`src/rtl/conv3x3_ctrl_pkg.sv`:
```
// Shared widths, FSM encoding, window type and address helper for the 3x3 convolution sequencer.
package conv3x3_ctrl_pkg;

   localparam int unsigned DATA_W      = 8;
   localparam int unsigned PSUM_W      = 16;
   localparam int unsigned ACC_W       = 20;
   localparam int unsigned DIM_W       = 8;
   localparam int unsigned ADDR_W      = 16;
   localparam int unsigned PE_LAT      = 1;
   localparam int unsigned KERNEL_TAPS = 9;
   localparam int unsigned WIN_W       = KERNEL_TAPS * DATA_W;
   localparam int unsigned PSUMS_W     = KERNEL_TAPS * PSUM_W;
   localparam int unsigned LAT_W       = 4;

   typedef enum logic [2:0] {
      ST_IDLE,
      ST_LOAD_FLT,
      ST_FETCH,
      ST_WAIT_PE,
      ST_REDUCE,
      ST_OUT,
      ST_DONE
   } state_e;

   // Index 0 is the most significant slot, so tap t = r*3+c lands at [71-8t -: 8].
   typedef logic [0:2][0:2][DATA_W-1:0] win_t;

   function automatic logic [ADDR_W-1:0] pix_addr(input logic [ADDR_W-1:0] base,
                                                  input logic [DIM_W-1:0]  w,
                                                  input logic [DIM_W-1:0]  y,
                                                  input logic [DIM_W-1:0]  x,
                                                  input logic [1:0]        r,
                                                  input logic [1:0]        c);
      logic [31:0] row;
      logic [31:0] col;
      logic [31:0] a;
      row = 32'(y) + 32'(r);
      col = 32'(x) + 32'(c);
      a   = 32'(base) + row * 32'(w) + col;
      return ADDR_W'(a);
   endfunction

endpackage

```
`src/rtl/conv3x3_ctrl_psum_reduce9.sv`:
```
// Registered reduction of the nine signed PE partial sums into one output pixel.
module psum_reduce9
   import conv3x3_ctrl_pkg::*;
(
   input  logic               clk,
   input  logic               rst_n,
   input  logic               en_i,
   input  logic [PSUMS_W-1:0] psum_i,
   output logic [ACC_W-1:0]   sum_o
);

   logic [0:KERNEL_TAPS-1][PSUM_W-1:0] taps;
   logic [ACC_W-1:0]                   sum_c;
   logic [ACC_W-1:0]                   sum_q;

   assign taps = psum_i;

   // Nine 16-bit products always fit in ACC_W, so wrap-free two's-complement add is exact.
   always_comb begin
      sum_c = '0;
      for (int unsigned t = 0; t < KERNEL_TAPS; t++) begin
         sum_c = sum_c + {{(ACC_W-PSUM_W){taps[t][PSUM_W-1]}}, taps[t]};
      end
   end

   always_ff @(posedge clk) begin
      if (!rst_n) begin
         sum_q <= '0;
      end else if (en_i) begin
         sum_q <= sum_c;
      end
   end

   assign sum_o = sum_q;

endmodule

```
`src/rtl/conv3x3_ctrl.sv`:
```
// 3x3 convolution sequencer: filter load, windowed ifmap fetch, PE hand-off, reduction and output stream.
module conv3x3_ctrl
   import conv3x3_ctrl_pkg::*;
(
   input  logic               clk,
   input  logic               rst_n,
   input  logic               start,
   input  logic [DIM_W-1:0]   cfg_w,
   input  logic [DIM_W-1:0]   cfg_h,
   input  logic [ADDR_W-1:0]  cfg_base,
   output logic               busy,
   output logic               done,
   input  logic               flt_valid,
   input  logic [DATA_W-1:0]  flt_data,
   output logic               flt_ready,
   output logic               mem_rd_en,
   output logic [ADDR_W-1:0]  mem_addr,
   input  logic [DATA_W-1:0]  mem_rd_data,
   output logic [WIN_W-1:0]   pe_ifmap,
   output logic [WIN_W-1:0]   pe_filter,
   input  logic [PSUMS_W-1:0] pe_psum,
   output logic               out_valid,
   input  logic               out_ready,
   output logic [ACC_W-1:0]   out_data,
   output logic               out_last
);

   state_e             state_q, state_d;
   logic [DIM_W-1:0]   w_q, w_d, h_q, h_d, x_q, x_d, y_q, y_d;
   logic [ADDR_W-1:0]  base_q, base_d, addr_q, addr_d;
   logic [1:0]         rr_q, rr_d, cc_q, cc_d;
   logic [3:0]         fcnt_q, fcnt_d;
   logic [LAT_W-1:0]   lat_q, lat_d;
   logic               busy_q, busy_d, done_q, done_d, flt_ready_q, flt_ready_d;
   logic               rd_en_q, rd_en_d, out_valid_q, out_valid_d, out_last_q, out_last_d;
   logic               fetch_go_c, nfull_c, reduce_en_c, flt_beat_c;
   logic [DIM_W-1:0]   nx_c, ny_c;
   logic [1:0]         rr_n_c, cc_n_c;

   logic               cap_en_q;
   logic [1:0]         cap_row_q;
   logic [DATA_W-1:0]  col0_q, col1_q;
   win_t               win_q;
   logic [WIN_W-1:0]   filt_q;

   assign flt_beat_c = flt_valid && flt_ready_q;

   always_ff @(posedge clk) begin
      if (!rst_n) begin
         state_q     <= ST_IDLE;
         w_q         <= '0;
         h_q         <= '0;
         x_q         <= '0;
         y_q         <= '0;
         base_q      <= '0;
         addr_q      <= '0;
         rr_q        <= '0;
         cc_q        <= '0;
         fcnt_q      <= '0;
         lat_q       <= '0;
         busy_q      <= 1'b0;
         done_q      <= 1'b0;
         flt_ready_q <= 1'b0;
         rd_en_q     <= 1'b0;
         out_valid_q <= 1'b0;
         out_last_q  <= 1'b0;
      end else begin
         state_q     <= state_d;
         w_q         <= w_d;
         h_q         <= h_d;
         x_q         <= x_d;
         y_q         <= y_d;
         base_q      <= base_d;
         addr_q      <= addr_d;
         rr_q        <= rr_d;
         cc_q        <= cc_d;
         fcnt_q      <= fcnt_d;
         lat_q       <= lat_d;
         busy_q      <= busy_d;
         done_q      <= done_d;
         flt_ready_q <= flt_ready_d;
         rd_en_q     <= rd_en_d;
         out_valid_q <= out_valid_d;
         out_last_q  <= out_last_d;
      end
   end

   always_comb begin
      state_d     = state_q;
      w_d         = w_q;
      h_d         = h_q;
      x_d         = x_q;
      y_d         = y_q;
      base_d      = base_q;
      addr_d      = addr_q;
      rr_d        = rr_q;
      cc_d        = cc_q;
      fcnt_d      = fcnt_q;
      lat_d       = lat_q;
      busy_d      = busy_q;
      done_d      = 1'b0;
      flt_ready_d = flt_ready_q;
      rd_en_d     = 1'b0;
      out_valid_d = out_valid_q;
      out_last_d  = out_last_q;
      fetch_go_c  = 1'b0;
      nfull_c     = 1'b0;
      nx_c        = '0;
      ny_c        = '0;
      reduce_en_c = 1'b0;
      rr_n_c      = '0;
      cc_n_c      = '0;

      case (state_q)
         ST_IDLE: begin
            if (start) begin
               if (cfg_w >= DIM_W'(3) && cfg_h >= DIM_W'(3)) begin
                  w_d         = cfg_w;
                  h_d         = cfg_h;
                  base_d      = cfg_base;
                  busy_d      = 1'b1;
                  flt_ready_d = 1'b1;
                  fcnt_d      = '0;
                  state_d     = ST_LOAD_FLT;
               end else begin
                  done_d = 1'b1;
               end
            end
         end
         ST_LOAD_FLT: begin
            if (flt_beat_c) begin
               fcnt_d = fcnt_q + 4'd1;
               if (fcnt_q == 4'd8) begin
                  flt_ready_d = 1'b0;
                  fetch_go_c  = 1'b1;
                  nfull_c     = 1'b1;
               end
            end
         end
         ST_FETCH: begin
            // Read phase while rd_en is up; the cycle after the last read only captures data.
            if (rd_en_q) begin
               if (!(rr_q == 2'd2 && cc_q == 2'd2)) begin
                  rr_n_c  = (rr_q == 2'd2) ? 2'd0 : rr_q + 2'd1;
                  cc_n_c  = (rr_q == 2'd2) ? cc_q + 2'd1 : cc_q;
                  rr_d    = rr_n_c;
                  cc_d    = cc_n_c;
                  rd_en_d = 1'b1;
                  addr_d  = pix_addr(base_q, w_q, y_q, x_q, rr_n_c, cc_n_c);
               end
            end else begin
               lat_d   = '0;
               state_d = ST_WAIT_PE;
            end
         end
         ST_WAIT_PE: begin
            if (lat_q == LAT_W'(PE_LAT - 1)) begin
               state_d = ST_REDUCE;
            end else begin
               lat_d = lat_q + LAT_W'(1);
            end
         end
         ST_REDUCE: begin
            reduce_en_c = 1'b1;
            out_valid_d = 1'b1;
            out_last_d  = (x_q == w_q - DIM_W'(3)) && (y_q == h_q - DIM_W'(3));
            state_d     = ST_OUT;
         end
         ST_OUT: begin
            if (out_ready) begin
               out_valid_d = 1'b0;
               out_last_d  = 1'b0;
               if (x_q < w_q - DIM_W'(3)) begin
                  fetch_go_c = 1'b1;
                  nx_c       = x_q + DIM_W'(1);
                  ny_c       = y_q;
               end else if (y_q < h_q - DIM_W'(3)) begin
                  fetch_go_c = 1'b1;
                  nfull_c    = 1'b1;
                  ny_c       = y_q + DIM_W'(1);
               end else begin
                  done_d  = 1'b1;
                  state_d = ST_DONE;
               end
            end
         end
         ST_DONE: begin
            busy_d  = 1'b0;
            state_d = ST_IDLE;
         end
         default: state_d = ST_IDLE;
      endcase

      // A full fetch starts at column 0, a slide fetches only the new column 2.
      if (fetch_go_c) begin
         state_d = ST_FETCH;
         x_d     = nx_c;
         y_d     = ny_c;
         rr_d    = 2'd0;
         cc_d    = nfull_c ? 2'd0 : 2'd2;
         rd_en_d = 1'b1;
         addr_d  = pix_addr(base_q, w_q, ny_c, nx_c, 2'd0, nfull_c ? 2'd0 : 2'd2);
      end
   end

   // Read-data capture, column assembly and filter shift-in.
   always_ff @(posedge clk) begin
      if (!rst_n) begin
         cap_en_q  <= 1'b0;
         cap_row_q <= '0;
         col0_q    <= '0;
         col1_q    <= '0;
         win_q     <= '0;
         filt_q    <= '0;
      end else begin
         cap_en_q  <= rd_en_q;
         cap_row_q <= rr_q;
         if (flt_beat_c) begin
            filt_q <= {filt_q[WIN_W-DATA_W-1:0], flt_data};
         end
         if (cap_en_q) begin
            case (cap_row_q)
               2'd0: col0_q <= mem_rd_data;
               2'd1: col1_q <= mem_rd_data;
               default: begin
                  for (int r = 0; r < 3; r++) begin
                     win_q[r][0] <= win_q[r][1];
                     win_q[r][1] <= win_q[r][2];
                  end
                  win_q[0][2] <= col0_q;
                  win_q[1][2] <= col1_q;
                  win_q[2][2] <= mem_rd_data;
               end
            endcase
         end
      end
   end

   psum_reduce9 u_reduce (
      .clk    (clk),
      .rst_n  (rst_n),
      .en_i   (reduce_en_c),
      .psum_i (pe_psum),
      .sum_o  (out_data)
   );

   assign busy      = busy_q;
   assign done      = done_q;
   assign flt_ready = flt_ready_q;
   assign mem_rd_en = rd_en_q;
   assign mem_addr  = addr_q;
   assign out_valid = out_valid_q;
   assign out_last  = out_last_q;
   assign pe_ifmap  = win_q;
   assign pe_filter = filt_q;

endmodule

```
`config.mk`:
```
export PLATFORM = sky130hd
export DESIGN_NAME = conv3x3_ctrl
export DESIGN_NICKNAME = d
export VERILOG_FILES = /design/src/rtl/conv3x3_ctrl_pkg.sv /design/src/rtl/conv3x3_ctrl_psum_reduce9.sv /design/src/rtl/conv3x3_ctrl.sv
export SDC_FILE = /design/constraint.sdc
export NUM_CORES = 1
export LEC_CHECK = 0
export BUFFER_PORTS_ARGS = -buffer_cell sky130_fd_sc_hd__buf_4
export CAP_MARGIN = 25
export CORE_UTILIZATION = 40
export DETAILED_ROUTE_END_ITERATION = 7
export HOLD_SLACK_MARGIN = 0.06
export PLACE_DENSITY = 0.64
export SETUP_SLACK_MARGIN = 0.5
export SLEW_MARGIN = 40
export SYNTH_ARGS = -nofsm -noshare
export SYNTH_HDL_FRONTEND = slang
export SYNTH_HIERARCHICAL = 1
export SYNTH_SLANG_ARGS = --single-unit
```
`constraint.sdc`:
```
create_clock -name clk -period 9.89 [get_ports clk]
set_input_delay 0.4945 -clock clk [delete_from_list [all_inputs] [get_ports clk]]
set_output_delay 0.4945 -clock clk [all_outputs]
set_load 0.05 [all_outputs]
```
==> metrics.md <==
| Metric | Value |
|---|---|
| Setup WS post-layout | `1.719 ns` |
| Setup violators final | `0` |
| CTS tree | `done` |
| WHS Path Cells | `3` |
| Mapped Cells | `2384` |
| DRT Pass-1 Iters | `5` |
| Most common cell in the synthesized netlist | `nand2_1` |
| Core box area | `0.05027 mm²` |
| Post-cts sizing count | `0` |
| Initial antenna violation count | `2` |
| Leakage | `11.48 nW` |
| P_int | `0.002513 W` |
| Sw power | `0.001536 W` |
| Synthesized flop and latch total | `268` |
| Avg Cell Area, Syn | `8.563 µm²` |
| Worst R2R Start | `w_q[2]` |
| Final max-slew violation count | `0` |
| ANT nets after route | `0` |
| DIE HEIGHT | `227.9 µm` |
| Crit. Startpoint | `w_q[2]` |
| # diodes | `0` |
| Area grow syn2layout | `21.79%` |
| Area of the die | `0.05194 mm²` |
| Met3 Track Usage GR | `0.04650` |
| Comb power frac | `0.426` |
| M2 GR Usage | `0.3672` |
| Synth warn | `6` |
| CP max stage cell | `or4_1` |
| Top post-synthesis cells by area | `dfxtp_1 26%, fa_1 23%, nand2_1 9.0%` |
| Status | `completed` |
| Final min period | `8.171 ns` |
| Sw Share | `0.3794` |
| Clock power share | `0.297` |
| FP Rows | `82` |
| VDD IR max | `0.1422 mV` |
| Pre-CTS setup slack | `1.669 ns` |
| Final hold violation count | `0` |
| CP most frequent cell | `fa_1` |
| Worst setup path category | `reg2reg` |
| Hold_sp | `cfg_base[5]` |
| Starting density of the core | `0.4061` |
| Worst hold slack | `0.1464 ns` |
| Synth async-reset ratio | `0` |
| Setup Skew | `0.01058 ns` |
| Max Cap Viol | `0` |
| Pin count of the biggest net entering global routing | `119` |
| Vias | `16.91k` |
| DR iter-0 viols | `831` |
| WP data arrival | `8.62 ns` |
| Sequential share of power | `0.277` |
| Max frequency | `122.4 MHz` |
| Setup tns final | `0 ns` |
| Fin crit share | `0.8262` |
| Worst-path clk slew | `0.06 ns` |
| Relative slew slack | `0.4410` |
| Count of buffers from port buffering | `382` |
| Drt wl/cell | `16.53 µm` |
| Fin util | `0.4946` |
| Crit-path max FO | `23` |
| Final nets | `3266` |
| Fill count | `4896` |
| Post-synth EDFFs | `0` |
| Hold WC Path Type | `in2reg` |
| RSZ-0062 raised after global routing | `no` |
| PD cells | `162.9 mW/mm²` |
| Final wirelength | `56060 µm` |
| Latest clock arrival within the worst-skew pair | `0.59 ns` |
| Most used routing layer | `met2` |
| Cts hold-fix bufs | `0` |
| CTS Buffer Depth | `3` |
| Worst R2R Path Depth | `26` |
| TritonCTS Buffers | `30` |
| Req. time, crit path | `10.34 ns` |
| Actual slew at the worst max-slew pin | `0.8356 ns` |
| Syn_nets | `2954` |
| Primary FF master, synth | `dfxtp_1` |
| CP max stage delay | `0.64 ns` |
| Synthesized area | `0.02041 mm²` |
| Die X | `227.9 µm` |
| Overall routing resource usage | `0.2149` |
| Critical Path Sink Type | `flop` |
| Yosys top cell area share | `0.2628` |
| Clock Sinks | `268` |
| Total global routing overflow | `0` |
| Layout cells sized above 1 | `0.1798` |
| GP Congestion | `0.9473` |
| First-pass GRT wire length | `90780 µm` |
| Htree depth | `1` |
| Post-detail-place hpwl | `44220 µm` |
| Most area-hungry cell type in the Yosys netlist | `dfxtp_1` |
| Sequential share of the synthesized area | `0.2628` |
| Via/cell ratio | `4.984` |
| Met1 Track Usage GR | `0.2734` |
| Worst setup SP type | `flop` |
| Post-CTS setup buffers | `0` |
| Number of global-route vias before repair | `16.99k` |
| Synth top cells by count | `490 x nand2_1, 334 x inv_1, 268 x dfxtp_1` |
| Clock Tree Root | `clkbuf_16` |
| Drt drc | `0` |
| I/O pin count | `383` |
| Yosys cell types | `80` |
## flip-flops by register name (all words and copies together) (netlist names), 8 cells and up
name	flops
y_q	8
base_q	16
pe_filter	72
x_q	8
mem_addr	16
pe_ifmap	72
u_reduce/sum_o	20
w_q	8
col0_q	8
col1_q	8
h_q	8
## metal layers
metal  wire (µm)  up-vias
li1            -     8211
met3        3945       66
met4        1385        2
met2       27140      489
met1       23570     8137
met5          12        -
## kinds of logic after synthesis
logic type                 share of synthesized area
buffers and inverters                        0.08489
DFF                                           0.2628
xor gates and xnor gates                     0.03132
muxes                                        0.01391
adders and majority gates                     0.3150
AOI/OAI and AO/OA                             0.1144
and+or+nand+nor                               0.1776
## cell type report
type | count | area, µm² | share of cell area
multi-input combinational | 1669 | 13380 | 0.5379
inverter | 335 | 1265 | 0.05088
sequential | 268 | 5365 | 0.2158
clock buffer | 35 | 799.5 | 0.03216
tap | 672 | 840.8 | 0.03382
clock inverter | 21 | 271.5 | 0.01092
timing repair buffer | 392 | 2947 | 0.1185
## layout by cell type, fill, tap and decap left out, types with 6 or more instances in the layout
master / count
ha_1: 138
nor2_4: 6
nand4_1: 17
a21oi_1: 245
o21bai_1: 6
and2_1: 75
a21o_1: 11
nor2_1: 80
nor2b_1: 20
o211a_1: 6
nor3b_1: 8
nand2b_1: 6
xor2_1: 22
o211ai_1: 10
clkbuf_16: 30
o21ai_0: 29
dfxtp_1: 268
clkinv_2: 10
fa_1: 235
and3_1: 8
nand3_1: 42
nand2_1: 488
xnor2_1: 47
buf_4: 391
mux2i_1: 25
nor3_1: 17
a211oi_1: 13
a31oi_1: 6
inv_1: 332
o21a_1: 11
## power groups by stage
| stage | Combinational (W) | Clock, W | Sequential [W] |
|---|---|---|---|
| floorplan | 0.00129 | 0 | 0.00113 |
| global route | 0.00195 | 0.00128 | 0.00112 |
| CTS | 0.00173 | 0.00123 | 0.00112 |
| finish | 0.00173 | 0.00120 | 0.00112 |
| global placement | 0.00168 | 0 | 0.00114 |
| detailed placement | 0.00171 | 0 | 0.00114 |
## worst paths after layout
path,end,slack [ns]
min reg2reg,pe_ifmap[24],0.45
max,mem_addr[15],1.72
max reg2reg,mem_addr[15],1.72
min,base_q[5],0.15
## critical path, delay by kind of cell, from the launching register on
family	cells	cell delay [ns]
adders and majority gates	7	3.12
buffers and inverters	3	0.15
xor gates and xnor gates	1	0.17
and+or+nand+nor	7	2.20
AOI/OAI and AO/OA	8	1.83
DFF	1	0.55
## through the flow
stage	power [W]	std cells	instance area [µm²]
after global placement	0.002820	3336	23750
after detailed placement	0.002858	3336	23780
after CTS	0.004089	3392	24850
after floorplan	0.002421	2384	20410
final	0.004050	3392	24860
after global routing	0.004355	3392	24860
(Power assumes the default switching activity.)
